--- src/rtl/lc3b_fetch_unit.sv ---
// -----------------------------------------------------------------------------
// lc3b_fetch_unit
// LC-3b pipeline fetch stage. Owns the PC register and the FETCH->DECODE (DE)
// latch. The PC addresses instruction memory, the fetched word plus its PC+2
// are captured into DE, and the next PC is chosen between the sequential
// address, a taken branch target or a trap vector (both resolved in MEM).
//
// Ports
//   clk              in   1   pipeline clock, all state updates on posedge
//   rst              in   1   synchronous active-high reset
//   dep_stall        in   1   decode data-dependency stall
//   mem_stall        in   1   MEM stage waiting on data memory
//   v_de_br_stall    in   1   valid control instruction in DE
//   v_agex_br_stall  in   1   valid control instruction in AGEX
//   v_mem_br_stall   in   1   valid control instruction in MEM
//   imem_r           in   1   instruction memory ready
//   mem_pcmux        in   2   0/3 = PC+2, 1 = target_pc, 2 = trap_pc
//   target_pc        in   16  branch/JMP target from MEM
//   trap_pc          in   16  trap vector from MEM
//   instr            in   16  instruction word at address pc
//   pc               out  16  current PC (instruction-memory address)
//   new_pc           out  16  next-PC mux output (combinational)
//   ld_pc            out  1   PC load enable (combinational)
//   ld_de            out  1   DE latch load enable (combinational)
//   de_npc           out  16  PC+2 of the instruction held in DE
//   de_ir            out  16  instruction held in DE
//   de_v             out  1   valid bit of DE
//
// Optional build macro FETCH_PERF_CNT_EN adds:
//   perf_fetched     out  32  count of valid instructions loaded into DE
//   perf_stalled     out  32  count of cycles in which the PC did not load
// -----------------------------------------------------------------------------
module lc3b_fetch_unit #(
  parameter logic [15:0] RESET_PC = 16'h3000,
  parameter logic [15:0] PC_INC   = 16'd2
) (
  input  logic        clk,
  input  logic        rst,
  input  logic        dep_stall,
  input  logic        mem_stall,
  input  logic        v_de_br_stall,
  input  logic        v_agex_br_stall,
  input  logic        v_mem_br_stall,
  input  logic        imem_r,
  input  logic [1:0]  mem_pcmux,
  input  logic [15:0] target_pc,
  input  logic [15:0] trap_pc,
  input  logic [15:0] instr,
  output logic [15:0] pc,
  output logic [15:0] new_pc,
  output logic        ld_pc,
  output logic        ld_de,
  output logic [15:0] de_npc,
  output logic [15:0] de_ir,
  output logic        de_v
`ifdef FETCH_PERF_CNT_EN
  ,
  output logic [31:0] perf_fetched,
  output logic [31:0] perf_stalled
`endif
);

  logic [15:0] r_pc;
  logic [15:0] r_de_npc;
  logic [15:0] r_de_ir;
  logic        r_de_v;

  logic [15:0] w_pc_plus;
  logic [15:0] w_new_pc;
  logic        w_redirect;
  logic        w_br_any;
  logic        w_ld_pc;
  logic        w_ld_de;
  logic        w_de_v_in;

  // Sequential address wraps modulo 2^16 (FFFE -> 0000).
  assign w_pc_plus = r_pc + PC_INC;
  assign w_br_any  = v_de_br_stall | v_agex_br_stall | v_mem_br_stall;

  // Next-PC selection and redirect decode; encoding 3 falls back to PC+2.
  always_comb begin
    w_new_pc   = w_pc_plus;
    w_redirect = 1'b0;
    case (mem_pcmux)
      2'd1: begin
        w_new_pc   = target_pc;
        w_redirect = 1'b1;
      end
      2'd2: begin
        w_new_pc   = trap_pc;
        w_redirect = 1'b1;
      end
      default: begin
        w_new_pc   = w_pc_plus;
        w_redirect = 1'b0;
      end
    endcase
  end

  // Load enables: a MEM redirect overrides dependency/branch/imem stalls, but
  // a stalled MEM stage freezes everything, redirect included.
  always_comb begin
    w_ld_pc = 1'b0;
    if (mem_stall) begin
      w_ld_pc = 1'b0;
    end else if (w_redirect) begin
      w_ld_pc = 1'b1;
    end else begin
      w_ld_pc = imem_r & ~dep_stall & ~w_br_any;
    end
  end

  assign w_ld_de   = ~dep_stall & ~mem_stall;
  // A bubble enters DE whenever memory is not ready or a branch is in flight.
  assign w_de_v_in = imem_r & ~w_br_any;

  // PC register and DE latch; the two load enables act independently.
  always_ff @(posedge clk) begin
    if (rst) begin
      r_pc     <= RESET_PC;
      r_de_npc <= 16'h0000;
      r_de_ir  <= 16'h0000;
      r_de_v   <= 1'b0;
    end else begin
      if (w_ld_pc) begin
        r_pc <= w_new_pc;
      end
      if (w_ld_de) begin
        r_de_npc <= w_pc_plus;
        r_de_ir  <= instr;
        r_de_v   <= w_de_v_in;
      end
    end
  end

`ifdef FETCH_PERF_CNT_EN
  logic [31:0] r_perf_fetched;
  logic [31:0] r_perf_stalled;

  // Performance counters, free-running and wrapping at 2^32.
  always_ff @(posedge clk) begin
    if (rst) begin
      r_perf_fetched <= 32'd0;
      r_perf_stalled <= 32'd0;
    end else begin
      if (w_ld_de & w_de_v_in) begin
        r_perf_fetched <= r_perf_fetched + 32'd1;
      end
      if (!w_ld_pc) begin
        r_perf_stalled <= r_perf_stalled + 32'd1;
      end
    end
  end

  assign perf_fetched = r_perf_fetched;
  assign perf_stalled = r_perf_stalled;
`endif

  assign pc     = r_pc;
  assign new_pc = w_new_pc;
  assign ld_pc  = w_ld_pc;
  assign ld_de  = w_ld_de;
  assign de_npc = r_de_npc;
  assign de_ir  = r_de_ir;
  assign de_v   = r_de_v;

endmodule

--- config.mk ---
export PLATFORM = sky130hd
export DESIGN_NAME = lc3b_fetch_unit
export DESIGN_NICKNAME = d
export VERILOG_FILES = /design/src/rtl/lc3b_fetch_unit.sv
export SDC_FILE = /design/constraint.sdc
export NUM_CORES = 1
export LEC_CHECK = 0
export CAP_MARGIN = 20
export CELL_PAD_IN_SITES_DETAIL_PLACEMENT = 1
export CELL_PAD_IN_SITES_GLOBAL_PLACEMENT = 1
export CORE_MARGIN = 2
export CORE_UTILIZATION = 30
export DETAILED_ROUTE_END_ITERATION = 12
export PLACE_DENSITY = 0.88
export SYNTH_ARGS = -nofsm -noshare
export SYNTH_HDL_FRONTEND = slang
export SYNTH_SLANG_ARGS = --single-unit
--- constraint.sdc ---
create_clock -name clk -period 4.8 [get_ports clk]
set_clock_uncertainty 0.05 [all_clocks]
set_input_delay 1.2 -clock clk [delete_from_list [all_inputs] [get_ports clk]]
set_output_delay 1.2 -clock clk [all_outputs]
set_load 0.01 [all_outputs]
==> results, run 1 <==
- Counting every instance in the synthesized netlist gives 290.
- The clock-pin transition on the worst setup and hold timing paths is roughly 0.090 ns.
- The share of flip-flops with an asynchronous set or reset after synthesis is 0%.
- For this design the ratio of total power to cell area is about 270 mW/mm2.
- For this run, design rule violations remaining after detail routing come to 0.
- In this design, the stage delay of the slowest critical-path cell is about 0.60 ns.
- Per report_power, the clock group accounts for between 20% and 30% of the total.
- The antenna diode count is 0.
- The via count of the first global-routing pass is between 2,000 and 3,000.
- The floorplan step set the die width to about 93 um.
- In this run the worst path has a maximum fanout of 12.
- The final layout contains routed wiring with a total length of 8.70 mm.
- The number of flops mapped to enable cells by yosys is 0.
- Once placement completed, the tool counted placed cells totaling 498.
- The placement-stage cell area is 0.00371 mm2.
- The min-delay analysis places its worst path in the category reg -> reg.
- Of the cells placed in the final design, the portion with a size suffix greater than 1 is under 10%.
- The worst-case clock buffer depth is 2.
- The wire length of the first global-routing pass is approximately 14 mm.
- In the synthesized netlist, mux cells make up 0% of the area.
- The clock net in this run drives a total of just under 50 sinks.
- The fmax is around 220 MHz.
- VDD sags by at most roughly 0.00013 V.
- The net load switching power is around 290 uW.
- The worst path buffer plus inverter count is 4.
- The design draws approximately 1000 uW.
- The count of buffers added by post-CTS timing repair for setup is 0.
- The post-detailed-route count of antenna-violating nets is 0.
- For this run, the post-layout net count is about 460.
- The area fraction in and, or, nand and nor cells after synthesis is 22.0%.
- The height of the die is 93.4 um.
- The leftover overflow at the end of global routing is 0.
- The number of unique standard cell types used by synthesis is 46.
- The number of buffers created by CTS is 5.
- Summing over every cut layer, the via total after detailed routing is ~2,600.
- The worst path needs 4.62 ns of the cycle, external delays included.
- For the pin with the worst max-slew slack, the measured transition is 0.945 ns.
- The setup TNS after final layout is 0 ns.
- The initial utilization of the core area, before any placement, comes to a little over 30%.
- Setup repair after global routing left no endpoint under its margin.
- Leaving out fill and tap cells, the most frequent cells in the layout are sky130_fd_sc_hd__clkdlybuf4s50_1 (123), sky130_fd_sc_hd__nand2_1 (67), sky130_fd_sc_hd__dfxtp_1 (49).
- The detail-routed via count per cell is 5.23.
- The core area is between 0.007 and 0.008 mm2.
- The final number of max-transition violations is 0.
- The floorplan has 32 rows.
- Pin placement for this block handled between 100 and 150 I/O pins.
- Once the clock tree was built, the resizer swapped 0 gates to a different size.
- Entering global routing, the biggest net connects 51 pins.
- The number of DRC violations after detailed-routing iteration 0 is 99.
- The proportion of synthesized chip area in sequential cells is roughly 40%.
- The pre-antenna-repair detailed-routing pass consisted of 4 iterations.
- Once layout is done, the placed cells without fillers occupy ~0.0038 mm2.
- In this run the static leakage power is approximately 0.0013 uW.
- The number of failing setup endpoints in the final timing report is 0.
- TritonCTS built the clock tree.
- The mean post-synth cell area is between 8 and 9 um2.
- Hold is met by approximately 0.41 ns.
- Net switching is between 20% and 30% of the power.
- The die covers a little under 0.009 mm2.
- The clock latency at the later pin of the worst-skew pair is ~0.30 ns.
- Among the stages of the critical path, the cell type that occurs most often is sky130_fd_sc_hd__clkdlybuf4s50_1.
- The HPWL after detailed placement is roughly 6.3 mm.
- The library cell used most frequently in the layout, excluding fill and tap cells, is sky130_fd_sc_hd__clkdlybuf4s50_1.
- The net count after synthesis is 351.
- The total number of yosys warnings is 0.
- The internal power of the cells totals ~750 uW.
- In this run, flip-flops and latches consume between 40% and 50% of the power.
- The largest delay contributor family on the critical path is buffers and inverters.
- The required time at the worst-slack endpoint is 3.55 ns.
- The type of element capturing the critical path is an output pin.
- The final weighted congestion of routability-driven global placement is between 0.8 and 0.9.
- STA classifies the critical path startpoint as a primary input.
- The critical path class is in -> out.
- The flow ran to the end, and the final reports show no timing, DRC or antenna violations.
- The total count of hold-check failures in the final report is 0.
- The synthesized netlist devotes 26.9% of its cell area to compound gates.
- The XOR/XNOR share of the synthesized area is under 10%.
- Setup slack on the worst reg-to-reg path comes out at between 2 and 3 ns.
- For this design, the CTS-stage hold fixing added 0 buffers.
- In the final routed layout, each cell accounts on average for about 17 um.
- Compared with the post-synthesis result, the final layout area differs by 59.6%.
- The synthesized netlist devotes around 1.6% of its cell area to adder and majority cells.
- The worst max-slew margin expressed relative to the limit is between 30% and 40%.
- By area, the combinational part of the netlist is dominated by compound AO/OA/AOI/OAI gates.
- The combinational share of power is between 20% and 30%.
- The count of port buffers added during placement is between 100 and 150.
- After synthesis the netlist holds a flip-flop and latch count of between 40 and 50.
- The master of the slowest instance on the critical path is sky130_fd_sc_hd__clkdlybuf4s50_1.
- The most frequently used flop master after synthesis is sky130_fd_sc_hd__dfxtp_1.
- The final clock period utilization by the worst path is between 90% and 100%.
- The cell sitting at the root of the clock tree is a sky130_fd_sc_hd__clkbuf_8.
- Fill cells in the final layout number about 900.
- CTS built an H-tree with a depth of 2.
- The non-filler instance count after layout is approximately 510.
- The number of antenna violations at the first check in global routing was 0.
- The tool flagged a number of max-cap violations equal to 0.
- The global-route usage over all layers is between 10% and 20%.
- The synthesized cell area is roughly 0.0024 mm2.
- Walking the worst path, the cells encountered are clkdlybuf4s50_1 -> inv_1 -> ha_1 -> buf_4 -> a22oi_1 -> o21ai_0 -> clkdlybuf4s50_1.
- Data arrives at the worst endpoint at approximately 3.4 ns.
## cells in the mapped netlist (all sizes together), types with 2 or more instances
master / number / area [um2]
nand4: 3 / 33.8
dfxtp: 49 / 981
or3: 4 / 35.0
nand2: 67 / 251
a211o: 2 / 17.5
clkbuf: 17 / 63.8
o31ai: 2 / 20.0
nor2: 18 / 67.6
buf: 8 / 52.6
nor2b: 2 / 12.5
a31oi: 6 / 95.1
a311oi: 6 / 52.6
a21oi: 40 / 211
xor2: 3 / 26.3
clkinv: 2 / 8.75
a22oi: 2 / 15.0
nand3: 6 / 35.0
or4: 2 / 22.5
xnor2: 4 / 35.0
o21ai: 8 / 40.0
ha: 3 / 37.5
nor3: 3 / 20.0
nor4: 2 / 18.8
a221oi: 14 / 123
inv: 5 / 18.8
a211oi: 6 / 45.0
## sequential cells by signal (all words and copies together), names as in the netlist
name / flops
de_ir: 16
de_npc: 16
de_v: 1
pc: 16
## kinds of logic (layout without fill, tap and decap cells)
logic type      count (synthesis)  after routing
xor+xnor                        7              7
fa+ha+maj                       3              3
buf+inv                        32            146
compound gates                 88             88
flops                          49             49
simple gates                  111            111
## per-stage QoR
step	util [%]	worst slack (ns)
3_3_place_gp	48.0	0.293
4_1_cts	49.5	0.168
5_1_grt	49.5	0.00324
2_1_floorplan	-	1.16
6_report	49.5	0.178
3_5_place_dp	48.0	0.168
## layout make-up
| cell class | count | area [um2] | area share, % |
|---|---|---|---|
| repair buffers | 131 | 1300 | 34.0 |
| multi-input cells | 209 | 1270 | 33.2 |
| flip-flops and latches | 49 | 981 | 25.6 |
| well taps | 102 | 128 | 3.34 |
| clock buffers | 7 | 86.3 | 2.26 |
| clock inverters | 1 | 30.0 | 0.785 |
| inverters | 7 | 27.5 | 0.720 |
## final timing paths
kind,startpoint,to,depth (start not counted)
min,de_npc[2]$_SDFFE_PP0P_,de_npc[2]$_SDFFE_PP0P_,2
max,mem_pcmux[1],new_pc[2],7
min reg2reg,de_npc[2]$_SDFFE_PP0P_,de_npc[2]$_SDFFE_PP0P_,2
max reg2reg,pc[1]$_SDFFE_PP0P_,pc[15]$_SDFFE_PP0P_,6
## layer usage
metal,global-route usage [%],share of wire [%]
met3,6.37,10
met5,0,0
met4,5.39,1.4
met2,34.3,48
met1,23.3,40
## power by group through the flow
stage,sequential (uW),combinational (uW),clock [uW]
5_1_grt,456,303,333
3_5_place_dp,462,281,0
4_1_cts,453,283,318
6_report,452,281,311
3_3_place_gp,460,276,0
2_1_floorplan,467,110,0
## worst register-to-register path, cell delays in order (launching register included)
cell and delay (ns):
sky130_fd_sc_hd__dfxtp_1 0.58, sky130_fd_sc_hd__ha_1 0.36, sky130_fd_sc_hd__nand3_2 0.20, sky130_fd_sc_hd__nor4_2 0.41, sky130_fd_sc_hd__xnor2_1 0.17, sky130_fd_sc_hd__a211o_1 0.33
sky130_fd_sc_hd__a21oi_2 0.12
Power figures use the tool's default switching activity.
==> inputs of run 2 (changes only) <==
Settings changed: CORE_UTILIZATION 30 to 37, DONT_BUFFER_PORTS from default to 1, PLACE_DENSITY 0.88 to 0.7, TNS_END_PERCENT from default to 50.
Clock period 4.8 ns to 4.4 ns, I/O delays scaled along.
==> results, run 2 (same netlist as run 1, synthesis figures left out) <==
- Status: finished clean (unchanged).
- The antenna diode count is 0 (unchanged).
- Highest-count cells in the layout ignoring fill and taps: sky130_fd_sc_hd__nand2_1 (67), sky130_fd_sc_hd__dfxtp_1 (49), sky130_fd_sc_hd__a21oi_1 (37) (was sky130_fd_sc_hd__clkdlybuf4s50_1 (123), sky130_fd_sc_hd__nand2_1 (67), sky130_fd_sc_hd__dfxtp_1 (49)).
- The largest incremental delay on the critical path is 0.56 ns (was 0.60 ns).
- The type of element capturing the critical path is an output pin (unchanged).
- The buffer type at the clock tree root is sky130_fd_sc_hd__clkbuf_8 (unchanged).
- The clock latency at the later pin of the worst-skew pair is 0.30 ns (about the same).
- The count of buffers added by post-CTS timing repair for setup is 0 (unchanged).
- The sort of element at the start of the critical path is a primary input (unchanged).
- The peak ir drop on the vdd network is 0.000162 V (was 0.000128 V).
- The leftover overflow at the end of global routing is 0 (unchanged).
- The layout-stage area growth over the synthesis result is 4.02% (was 59.6%).
- The HPWL after detailed placement came to 4.99 mm (was 6.29 mm).
- The via count of the first global-routing pass came to 2,040 (was 2,750).
- The global-route usage over all layers is 19.5% (was 19.7%).
- The iteration count of the initial detailed-routing pass is 4 (unchanged).
- The number of fill cells in the layout is 762 (was 918).
- The arrival time of data at the critical path endpoint is 2.37 ns (was 3.37 ns).
- The sum of routed wire length over all layers is 7.15 mm (was 8.70 mm).
- Setup repair after global routing missed its margin: false (unchanged).
- The effective utilization at floorplan is 38.0% (was 31.0%).
- The most common cell after layout, fill and taps aside is sky130_fd_sc_hd__nand2_1 (was sky130_fd_sc_hd__clkdlybuf4s50_1).
- The worst-case clock buffer depth is 2 (unchanged).
- The number of sinks on the clock net is 49 (unchanged).
- The number of DRC violations after detailed-routing iteration 0 is 88 (was 99).
- The post-detailed-route count of antenna-violating nets is 0 (unchanged).
- The maximum fanout count along the critical path is 16 (was 12).
- The core area is 0.00631 mm2 (was 0.00773 mm2).
- The setup TNS after final layout is 0 ns (unchanged).
- The clock tree from TritonCTS is done (unchanged).
- The minimum hold slack is 0.448 ns (was 0.409 ns).
- The master of the slowest instance on the critical path was sky130_fd_sc_hd__ha_1 (was sky130_fd_sc_hd__clkdlybuf4s50_1).
- The proportion of layout cells with a drive suffix above 1 is 11.6% (was 8.66%).
- The final weighted congestion of routability-driven global placement is 0.770 (was 0.815).
- The beginning of the worst register-to-register path was pc[2]$_SDFFE_PP0P_ (was pc[1]$_SDFFE_PP0P_).
- The power density over the cells is 366 mW/mm2 (was 273 mW/mm2).
- The utilization of the core after routing is 39.5% (was 49.5%).
- The number of buffers created by CTS is 5 (unchanged).
- The detail-routed via count per cell is 5.96 (was 5.23).
- Timing would allow up to 284 MHz.
- The routed wirelength normalized by instance count is 20.2 um (was 17.2 um).
- The leakage power total was 0.000801 uW (was 0.00130 uW).
- The setup slack on the worst flop-to-flop path is 2.11 ns (was 2.53 ns).
- The total count of hold-check failures in the final report is 0 (unchanged).
- The total I/O pin count is 125 (unchanged).
- The time the final worst path needs with I/O delays and setup is between 3 and 4 ns.
- The startpoint of the lowest-slack hold path is de_ir[11]$_SDFFE_PP0P_ (was de_npc[2]$_SDFFE_PP0P_).
- The final-stage net count is 337 (was 464).
- The count of port buffers added during placement came to 0 (was 124).
- The critical path class was in -> out (unchanged).
- The number of instances resized during post-cts repair came to 0 (unchanged).
- The wire length of the first global-routing pass is 11.1 mm (was 13.6 mm).
- The source of the critical timing path is mem_pcmux[0] (was mem_pcmux[1]).
- The number of failing setup endpoints in the final timing report is 0 (unchanged).
- The area enclosed by the die boundary is 0.00714 mm2 (was 0.00872 mm2).
- The residual DRC count is 0 (unchanged).
- The largest net degree at the start of global routing is 51 (unchanged).
- The clock-pin transition on the worst setup and hold timing paths was 0.09 ns (about the same).
- The deepest level of the CTS H-tree is 2 (unchanged).
- Worst-path cell chain: inv_1 -> ha_1 -> a22oi_1 -> o21ai_0 (was clkdlybuf4s50_1 -> inv_1 -> ha_1 -> buf_4 -> a22oi_1 -> o21ai_0 -> clkdlybuf4s50_1).
- The worst max-slew margin expressed relative to the limit is 57.3% (was 37.0%).
- The post-cts hold buffer count is 0 (unchanged).
- The height of the die came to 84.5 um (was 93.4 um).
- The slew of the pin with the lowest slew margin is 0.641 ns (was 0.945 ns).
- The classification of the worst-slack hold path is reg -> reg (unchanged).
- The total via count in the routed design was 2,111 (was 2,644).
- The final number of max-transition violations came to 0 (unchanged).
- After layout, the worst path uses 79.9% of the clock period.
- The largest delay contributor family on the critical path is compound AO/OA/AOI/OAI gates (was buffers and inverters).
- The required time at the worst-slack endpoint is 3.25 ns (was 3.55 ns).
- The max-cap violation count is 0 (unchanged).
- The number of antenna violations at the first check in global routing is 0 (unchanged).
- The worst path buffer plus inverter count is 1 (was 4).
- The number of placement rows was 29 (was 32).
- The die span in x was 84.5 um (was 93.4 um).
[run 2: worst paths after layout]
check,cells after the start,end
worst min-delay path,2,de_ir[11]$_SDFFE_PP0P_
worst max register to register,6,pc[15]$_SDFFE_PP0P_
worst min register to register,2,de_ir[11]$_SDFFE_PP0P_
worst max-delay path,4,new_pc[2]
[run 2: tightest hold or removal path: cells and delay by family, from the launching register on]
family,cells,cell delay (ns)
simple gates,1,0.06
flops,1,0.35
compound gates,1,0.05
[run 2: metal layers]
metal / wire (um) / global-route usage [%] / up-vias
li1: - / - / 1004
met1: 2930 / 23.3 / 1006
met2: 3460 / 34.1 / 97
met3: 710 / 7.37 / 4
met4: 54 / 3.03 / 0
met5: 0 / 0 / -
[run 2: layout make-up]
cell class	count	area, um2	share of cell area, %
multi-input combinational	209	1270	51.0
timing repair buffer	4	30.0	1.20
clock inverter	3	17.5	0.703
sequential	49	981	39.4
inverter	7	27.5	1.10
tap	77	96.3	3.87
clock buffer	5	68.8	2.76
[run 2: power breakdown]
part	leakage [uW]	total [uW]	internal (uW)	switching, uW
Clock	0.0000439	264	110	154
Combinational	0.000357	143	46.9	95.7
Sequential	0.000401	506	468	37.7
[run 2: per-stage QoR]
step | power (uW) | cell area, um2 | std cells | worst slack (ns)
floorplan | 630 | 2400 | 290 | 0.964
finish | 912 | 2490 | 354 | 0.884
detailed placement | 660 | 2410 | 346 | 0.854
global route | 962 | 2490 | 354 | 0.751
global placement | 655 | 2410 | 346 | 0.932
CTS | 928 | 2490 | 354 | 0.835
